`src/rtl/parity_pop_stage.sv`:
```
// parity_pop_stage: parity-checking FIFO pop consumer with a 2-entry skid buffer and error counter.
// Optional macro PARITY_POP_HALT_EN stops input after the first corrupt word until err_clr_i.
module parity_pop_stage #(
  parameter int DATA_WIDTH = 32,
  parameter int EVEN_ODD   = 0,
  parameter int PARITY_BIT = 0,
  parameter int ERR_CNT_W  = 16
) (
  input  logic                  clk,
  input  logic                  rst,
  input  logic [DATA_WIDTH:0]   pop_data_i,
  input  logic                  pop_valid_i,
  output logic                  pop_grant_o,
  output logic [DATA_WIDTH-1:0] out_data_o,
  output logic                  out_valid_o,
  input  logic                  out_ready_i,
  output logic                  err_o,
  output logic [ERR_CNT_W-1:0]  err_cnt_o,
  input  logic                  err_clr_i
);
  typedef enum logic {RUN, HALT} state_t;
  state_t                state, state_next;
  logic [DATA_WIDTH-1:0] mem [2];
  logic [DATA_WIDTH-1:0] payload;
  logic [1:0]            count, count_next;
  logic                  rd_ptr, wr_ptr;
  logic                  in_xfer, good, good_in, bad_in, out_xfer;
  assign in_xfer     = pop_valid_i & pop_grant_o;
  assign good        = (^pop_data_i) == 1'(EVEN_ODD);
  assign good_in     = in_xfer & good;
  assign bad_in      = in_xfer & ~good;
  assign payload     = (PARITY_BIT != 0) ? pop_data_i[DATA_WIDTH-1:0] : pop_data_i[DATA_WIDTH:1];
  assign out_valid_o = count != 2'd0;
  assign out_xfer    = out_valid_o & out_ready_i;
  assign out_data_o  = mem[rd_ptr];
  assign count_next  = count + {1'b0, good_in} - {1'b0, out_xfer};
  always_comb begin
    state_next = state;
`ifdef PARITY_POP_HALT_EN
    state_next = (state == RUN && bad_in) ? HALT : (state == HALT && err_clr_i) ? RUN : state;
`endif
  end
  // grant is registered from next-state values so out_ready_i never reaches pop_grant_o combinationally
  always_ff @(posedge clk or posedge rst) begin
    if (rst) begin
      state       <= RUN;
      count       <= '0;
      rd_ptr      <= 1'b0;
      wr_ptr      <= 1'b0;
      pop_grant_o <= 1'b0;
      err_o       <= 1'b0;
      err_cnt_o   <= '0;
      mem[0]      <= '0;
      mem[1]      <= '0;
    end else begin
      state       <= state_next;
      count       <= count_next;
      pop_grant_o <= (count_next < 2'd2) && (state_next == RUN);
      err_o       <= bad_in;
      err_cnt_o   <= err_clr_i ? '0 : (bad_in && !(&err_cnt_o)) ? err_cnt_o + 1'b1 : err_cnt_o;
      if (good_in) begin
        mem[wr_ptr] <= payload;
        wr_ptr      <= ~wr_ptr;
      end
      if (out_xfer) rd_ptr <= ~rd_ptr;
    end
  end
endmodule
```
`config.mk`:
```
export PLATFORM = sky130hd
export DESIGN_NAME = parity_pop_stage
export DESIGN_NICKNAME = d
export VERILOG_FILES = /design/src/rtl/parity_pop_stage.sv
export SDC_FILE = /design/constraint.sdc
export NUM_CORES = 1
export LEC_CHECK = 0
export BUFFER_PORTS_ARGS = -buffer_cell sky130_fd_sc_hd__buf_4
export CAP_MARGIN = 20
export CORE_ASPECT_RATIO = 1.5
export CORE_UTILIZATION = 30
export CTS_BUF_LIST = sky130_fd_sc_hd__clkbuf_8
export CTS_CLUSTER_SIZE = 20
export DETAILED_ROUTE_END_ITERATION = 16
export HOLD_SLACK_MARGIN = 0.1
export PLACE_DENSITY_LB_ADDON = 0.25
export REMOVE_ABC_BUFFERS = 1
export SETUP_SLACK_MARGIN = 0.02
export SLEW_MARGIN = 20
export SYNTH_ARGS = -nofsm -noshare
export SYNTH_HDL_FRONTEND = slang
export SYNTH_SLANG_ARGS = --single-unit
```
`constraint.sdc`:
```
create_clock -name clk -period 3 [get_ports clk]
set_input_delay 0.3 -clock clk [delete_from_list [all_inputs] [get_ports clk]]
set_output_delay 0.3 -clock clk [all_outputs]
set_load 0.005 [all_outputs]
```
==> reports/metrics.csv, run 1 <==
metric,value,unit
status,"finished, final reports clean",
Mean Syn Cell Area,13.20,um^2
clk_skew,0.008598,ns
vias in the first global route,3115,
Worst Path Max Fanout,4,
core area,0.01399,mm^2
simple-gate share of the synthesized area,7.670,%
Hold Crit Class,in -> reg,
CP max stage cell,xnor3_2,
Pleak,0.002366,uW
Final Max Tran Viols,0,
die area,0.01479,mm^2
"Cell Area, Synth",0.004290,mm^2
"Clk Latency, worst-skew pair",0.35,ns
VDD IR-drop max,0.4475,mV
Vias/cell,4.686,
register area share after synthesis,50.16,%
synth unique cells,38,
final WL,9497,um
cells after synthesis,325,
share of post-route cells with drive strength above 1,50.12,%
IO Pins,89,
cell row count,53,
initial antenna violation count,0,
H-tree levels,3,
Hold Crit Depth,2,
First-pass DRT Iterations,4,
Post-Synth Adder-Cell Area,0.5833,%
"count leader, synth",mux2_2,
kind of critical path,in -> reg,
CP Launch Type,input port,
Critical Path RT,3.22,ns
cell family with most CP delay,XOR/XNOR gates,
ordered cell list for the critical path,buf_4 -> xor2_1 -> xnor2_1 -> xnor2_1 -> xnor3_2 -> xnor2_4 -> and2_1 -> xnor2_1 -> ha_1 -> xnor2_1 -> xnor2_1,
CTS sink cnt,86,
first-pass GRT wire length,15650,um
die span in y,148.5,um
CTS tree,done,
post-route ant nets,0,
FF-to-FF Start,err_cnt_o[7],
main combinational cell family by area after synthesis,multiplexers,
Diodes inserted,0,
Synth Area in Compound Gates,4.695,%
Worst-path clk slew,0.09,ns
clock buffer count from CTS,9,
Tightest Pin Transition,0.4816,ns
Fillers,1355,
r2r endpoint,err_cnt_o[11],
via count of the routed design,2882,
met2 Use GR,25.24,%
DRC,0,
largest net degree at the start of global routing,38,
cell count of the worst reg-to-reg path,7,
RSZ-0062 raised after global routing,no,
area added between synthesis and finish,26.86,%
fin crit share,79.20,%
Crit path arrival time,2.60,ns
hold endpoint,mem[44],
worst hold start,pop_data_i[13],
worst rel slew slack,67.86,%
GRT met1 Usage,15.69,%
MaxCap Viol Count,0,
root buffer cell,clkbuf_8,
async set-reset flop share out of synthesis,100.0,%
busiest grt layer,met2,
met3 GRT Util,2.773,%
crit-path max cell delay,0.49,ns
FF-to-FF setup slack,0.89,ns
Ys Warns,0,
final hold violation count,0,
Tot GR Track Use,13.91,%
Clock Path Buffers,2,
WL/cell,15.44,um
Total Nets Final,458,
initial core utilization,30.66,%
largest area contributor in the netlist,dfrtp_1,
Setup Viol. Count Final,0,
Tmin final,2.376,ns
largest cells by area after synthesis,"dfrtp_1 50%, mux2_2 23%, xnor2_1 5.9%",
Crit path top cell by count,xnor2_1,
RePlAce Congestion,0.7375,
Post-synth top cells,"89 x mux2_2, 86 x dfrtp_1, 29 x xnor2_1, 16 x a21oi_1",
Setup Total Neg Slack,0,ns
Power Density,1023,mW/mm^2
top_reg_cell synth,dfrtp_1,
initial DRC count,54,
grt total ovfl,0,
Pwr Total,5565,uW
Post-synth EDFFs,0,
Crit path buffers/inverters,1,
fmax,420.9,MHz
Die X-Extent,99.64,um
Synth top area share,50.16,%
mux cell area share after synthesis,25.78,%
detailed placement HPWL,6808,um
Worst setup EP type,flip-flop,
Yosys reg bits,86,
post-synthesis xor/xnor area fraction,8.341,%
input/output buffers,88,
area by class of cell:
class | instances | area, um^2 | area share (%)
inverters | 1 | 5.005 | 0.09195
clock buffers | 9 | 123.9 | 2.276
clock inverters | 7 | 113.9 | 2.092
well taps | 192 | 240.2 | 4.414
repair buffers | 98 | 788.3 | 14.48
flip-flops and latches | 86 | 2152 | 39.54
multi-input cells | 222 | 2019 | 37.10
layout by cell type, fill, tap and decap left out, types with 6 or more instances in the layout:
| master | netlist | final |
|---|---|---|
| buf_4 | 0 | 93 |
| mux2_2 | 89 | 89 |
| dfrtp_1 | 86 | 86 |
| xnor2_1 | 29 | 29 |
| a21oi_1 | 16 | 16 |
| nand2_1 | 10 | 10 |
| o31ai_1 | 10 | 10 |
| or4_1 | 10 | 10 |
| clkbuf_8 | 0 | 9 |
| nand3_1 | 7 | 7 |
| xor2_1 | 6 | 6 |
flip-flops by register name (all words and copies together), names as in the netlist:
signal and count:
rd_ptr 1, err_o 1, pop_grant_o 1, wr_ptr 1, mem 64, count 2, err_cnt_o 16
layer usage:
layer / wire [um] / part of all wire (%)
met5: 0 / 0
met2: 5138 / 54
met1: 3875 / 41
met4: 160 / 1.7
met3: 324 / 3.4
stage by stage:
stage	hold WS (ns)	util, %	cell area (um^2)	worst slack [ns]	cells
5_1_grt	0.1590	38.90	5443	0.4836	615
2_1_floorplan	0.3631	-	4175	0.2132	309
6_report	0.1822	38.90	5443	0.6240	615
3_3_place_gp	0.4729	36.98	5175	0.2301	597
4_1_cts	0.1542	38.90	5443	0.5886	615
3_5_place_dp	0.3458	37.13	5195	0.2019	598
kinds of logic (layout without fill, tap and decap cells):
group / count (synthesis) / in the layout
compound gates: 33 / 33
xor+xnor: 37 / 37
fa+ha+maj: 2 / 2
buf+inv: 17 / 115
flops: 86 / 86
mux: 97 / 97
simple gates: 53 / 53
power breakdown:
group	switching, uW	total [uW]	internal (uW)
Clock	415	964	549
Sequential	248	1900	1660
Combinational	1100	2700	1600
Total	1760	5570	3800
what timing repair did:
| item | CTS | global route |
|---|---|---|
| gates resized for setup | 0 | 0 |
| endpoints found under the hold margin | 24 | 0 |
| hold buffers | 1 | 0 |
| buffers inserted | 0 | 0 |
worst register-to-register path, cell delays in order, from the launching register on:
cell     delay, ns
dfrtp_1       0.46
and3_1        0.24
and4_1        0.22
nand2_1       0.14
o21ba_2       0.21
nand2_1       0.16
or4_1         0.43
a21oi_1       0.17
how the worst max path moves through the flow:
stage / depth (start not counted) / end / start
final: 11 / count[1] / pop_data_i[9]
after global routing: 11 / count[1] / pop_data_i[9]
after CTS: 11 / count[1] / pop_data_i[9]
after detailed placement: 11 / count[1] / pop_data_i[9]
after global placement: 11 / pop_grant_o / pop_data_i[9]
after floorplan: 10 / pop_grant_o / pop_data_i[9]
Power figures use the tool's default switching activity.
==> run 2: changes to the inputs <==
Clock period 3 ns to 2.15 ns, I/O delays scaled along.
==> run 2 against run 1 <==
Against the previous run:
- total power up 43%
- final cell count up 7.2%
- design area up 8.7%
- count of clock-buffer cells in the layout up 1
- sequential cell count unchanged
- sequential power up 39%
- worst hold slack worse by 0.053 ns
- clock skew down 0.00063 ns
==> reports/metrics.csv, run 2 (synthesized netlist as in run 1, its figures left out) <==
metric,value,unit,change
area added between synthesis and finish,37.94,%,was 26.86%
Critical Path RT,2.38,ns,was 3.22 ns
"most common cell after layout, fill and taps aside",buf_4,,unchanged
cell row count,53,,unchanged
final WL,9965,um,was 9497 um
Crit path buffers/inverters,1,,unchanged
met2 Use GR,26.63,%,was 25.24%
share of post-route cells with drive strength above 1,58.03,%,was 50.12%
CP max stage cell,xnor3_2,,unchanged
Vias/cell,4.678,,was 4.686
detailed placement HPWL,7074,um,was 6808 um
Largest regs,"mem x64, err_cnt_o x16, count x2",,unchanged
Tightest Pin Transition,0.4682,ns,was 0.4816 ns
H-tree levels,3,,unchanged
Finished Cell Area,0.005918,mm^2,was 0.005443 mm^2
crit-path max cell delay,0.50,ns,was 0.49 ns
Crit path arrival time,2.36,ns,was 2.60 ns
First-pass DRT Iterations,4,,unchanged
max reg flops,64,,unchanged
die span in y,148.5,um,unchanged
initial core utilization,30.66,%,unchanged
placed instance area,0.005463,mm^2,was 0.005195 mm^2
core area,0.01399,mm^2,unchanged
input/output buffers,88,,unchanged
Non-Filler Instances,659,,was 615
cell family with most CP delay,XOR/XNOR gates,,unchanged
clk_skew,0.007969,ns,was 0.008598 ns
Tmin final,2.125,ns,
ordered cell list for the critical path,buf_4 -> xnor2_2 -> xnor2_2 -> xnor2_1 -> xnor3_2 -> xnor2_4 -> and2_4 -> xnor2_2 -> ha_2 -> xnor2_2 -> xor2_1,,was buf_4 -> xor2_1 -> xnor2_1 -> xnor2_1 -> xnor3_2 -> xnor2_4 -> and2_1 -> xnor2_1 -> ha_1 -> xnor2_1 -> xnor2_1
VDD IR-drop max,0.5568,mV,was 0.4475 mV
WL/cell,15.12,um,was 15.44 um
GRT met1 Usage,15.55,%,was 15.69%
initial antenna violation count,0,,unchanged
Final Max Tran Viols,0,,unchanged
status,"finished, final reports clean",,unchanged
RePlAce Congestion,0.7653,,was 0.7375
CTS tree,done,,unchanged
Setup Viol. Count Final,0,,unchanged
Crit path top cell by count,xnor2_2,,was xnor2_1
Power Density,1346,mW/mm^2,was 1023 mW/mm^2
MaxCap Viol Count,0,,unchanged
Hold Crit Class,in -> reg,,unchanged
met3 GRT Util,3.102,%,was 2.773%
fin crit share,98.82,%,
Worst-path clk slew,0.09,ns,about the same
worst rel slew slack,68.75,%,was 67.86%
post-route ant nets,0,,unchanged
die area,0.01479,mm^2,unchanged
Tot GR Track Use,14.27,%,was 13.91%
Worst setup EP type,flip-flop,,unchanged
"commonest non-fill, non-tap cells in the layout","124 x buf_4, 89 x mux2_2, 86 x dfrtp_1",,"was 93 x buf_4, 89 x mux2_2, 86 x dfrtp_1"
fmax,470.7,MHz,
root buffer cell,clkbuf_8,,unchanged
Die X-Extent,99.64,um,unchanged
final hold violation count,0,,unchanged
Pleak,0.002615,uW,was 0.002366 uW
busiest grt layer,met2,,unchanged
largest net degree at the start of global routing,47,,was 38
post-placement cell count,632,,was 598
first-pass GRT wire length,16040,um,was 15650 um
clock buffer count from CTS,9,,unchanged
"Clk Latency, worst-skew pair",0.36,ns,was 0.35 ns
grt total ovfl,0,,unchanged
Diodes inserted,0,,unchanged
via count of the routed design,3083,,was 2882
kind of critical path,in -> reg,,unchanged
initial DRC count,46,,was 54
CTS sink cnt,86,,unchanged
Total Nets Final,502,,was 458
Clock Path Buffers,2,,unchanged
register bank with the most flops,mem,,unchanged
IO Pins,89,,unchanged
Worst Path Max Fanout,4,,unchanged
DRC,0,,unchanged
vias in the first global route,3286,,was 3115
RSZ-0062 raised after global routing,yes,,was no
CP Launch Type,input port,,unchanged
==> run 2: cell types whose count changed in the layout (fill, tap and decap cells not counted), sizes merged, moves of 2 or more <==
cell,before,now
dlygate4sd3,1,11
buf,97,131
clkinvlp,2,4
bufinv,3,0
==> run 2: final timing paths <==
kind                                  to      startpoint  cells after the start  slack, ns
max in group asynchronous        mem[47]             rst                      4       1.13
min                               mem[3]   pop_data_i[4]                      2       0.13
min in group asynchronous        mem[55]             rst                      3       0.42
max reg2reg                err_cnt_o[10]    err_cnt_o[8]                      7       0.20
min reg2reg                      mem[32]         mem[32]                      1       0.50
max                          pop_grant_o  pop_data_i[11]                     11       0.03
==> run 2: report_power, final <==
part / switching (uW) / internal [uW] / total, uW
clock: 607 / 455 / 1060
sequential: 329 / 2310 / 2640
combinational: 1670 / 2600 / 4260
==> run 2: worst register-to-register path, cell delays in order (launching register included) <==
cell and delay, ns:
dfrtp_1 0.46, and3_1 0.20, and4_1 0.23, nand2_2 0.12, o21bai_1 0.10, nor2_1 0.17, or4b_4 0.48, a21oi_2 0.14
==> run 2: repair_timing <==
item,4_1_cts,5_1_grt
resized for setup,13,17
hold endpoints to repair,38,0
hold buffers,11,0
buffers inserted,0,0
pin swaps,7,16
setup endpoints to repair,35,40
==> run 2: area by class of cell <==
class | instances | area [um^2]
multi-input cells | 222 | 2163
clock buffers | 10 | 137.6
fillers | 1332 | 8074
clock inverters | 6 | 47.55
flip-flops and latches | 86 | 2152
inverters | 1 | 5.005
well taps | 192 | 240.2
repair buffers | 142 | 1172
==> run 2: per-layer routing <==
layer	vias to the layer above	share of wire (%)
met4	0	1.9
met5	-	0
met3	13	3.9
met2	75	55
met1	1551	39
li1	1444	-
==> run 2: through the flow <==
stage / util (%) / setup TNS [ns] / worst slack, ns / hold slack (ns) / total power (uW)
after floorplan: - / -54.47 / -0.5518 / 0.2781 / 4910
after CTS: 41.73 / 0 / 0.02493 / 0.1007 / 8093
final: 42.30 / 0 / 0.02543 / 0.1288 / 7965
after detailed placement: 39.04 / -30.11 / -0.4640 / 0.2502 / 6814
after global routing: 42.30 / -0.9638 / -0.1085 / 0.1121 / 8537
after global placement: 39.04 / -29.00 / -0.4613 / 0.2434 / 6699
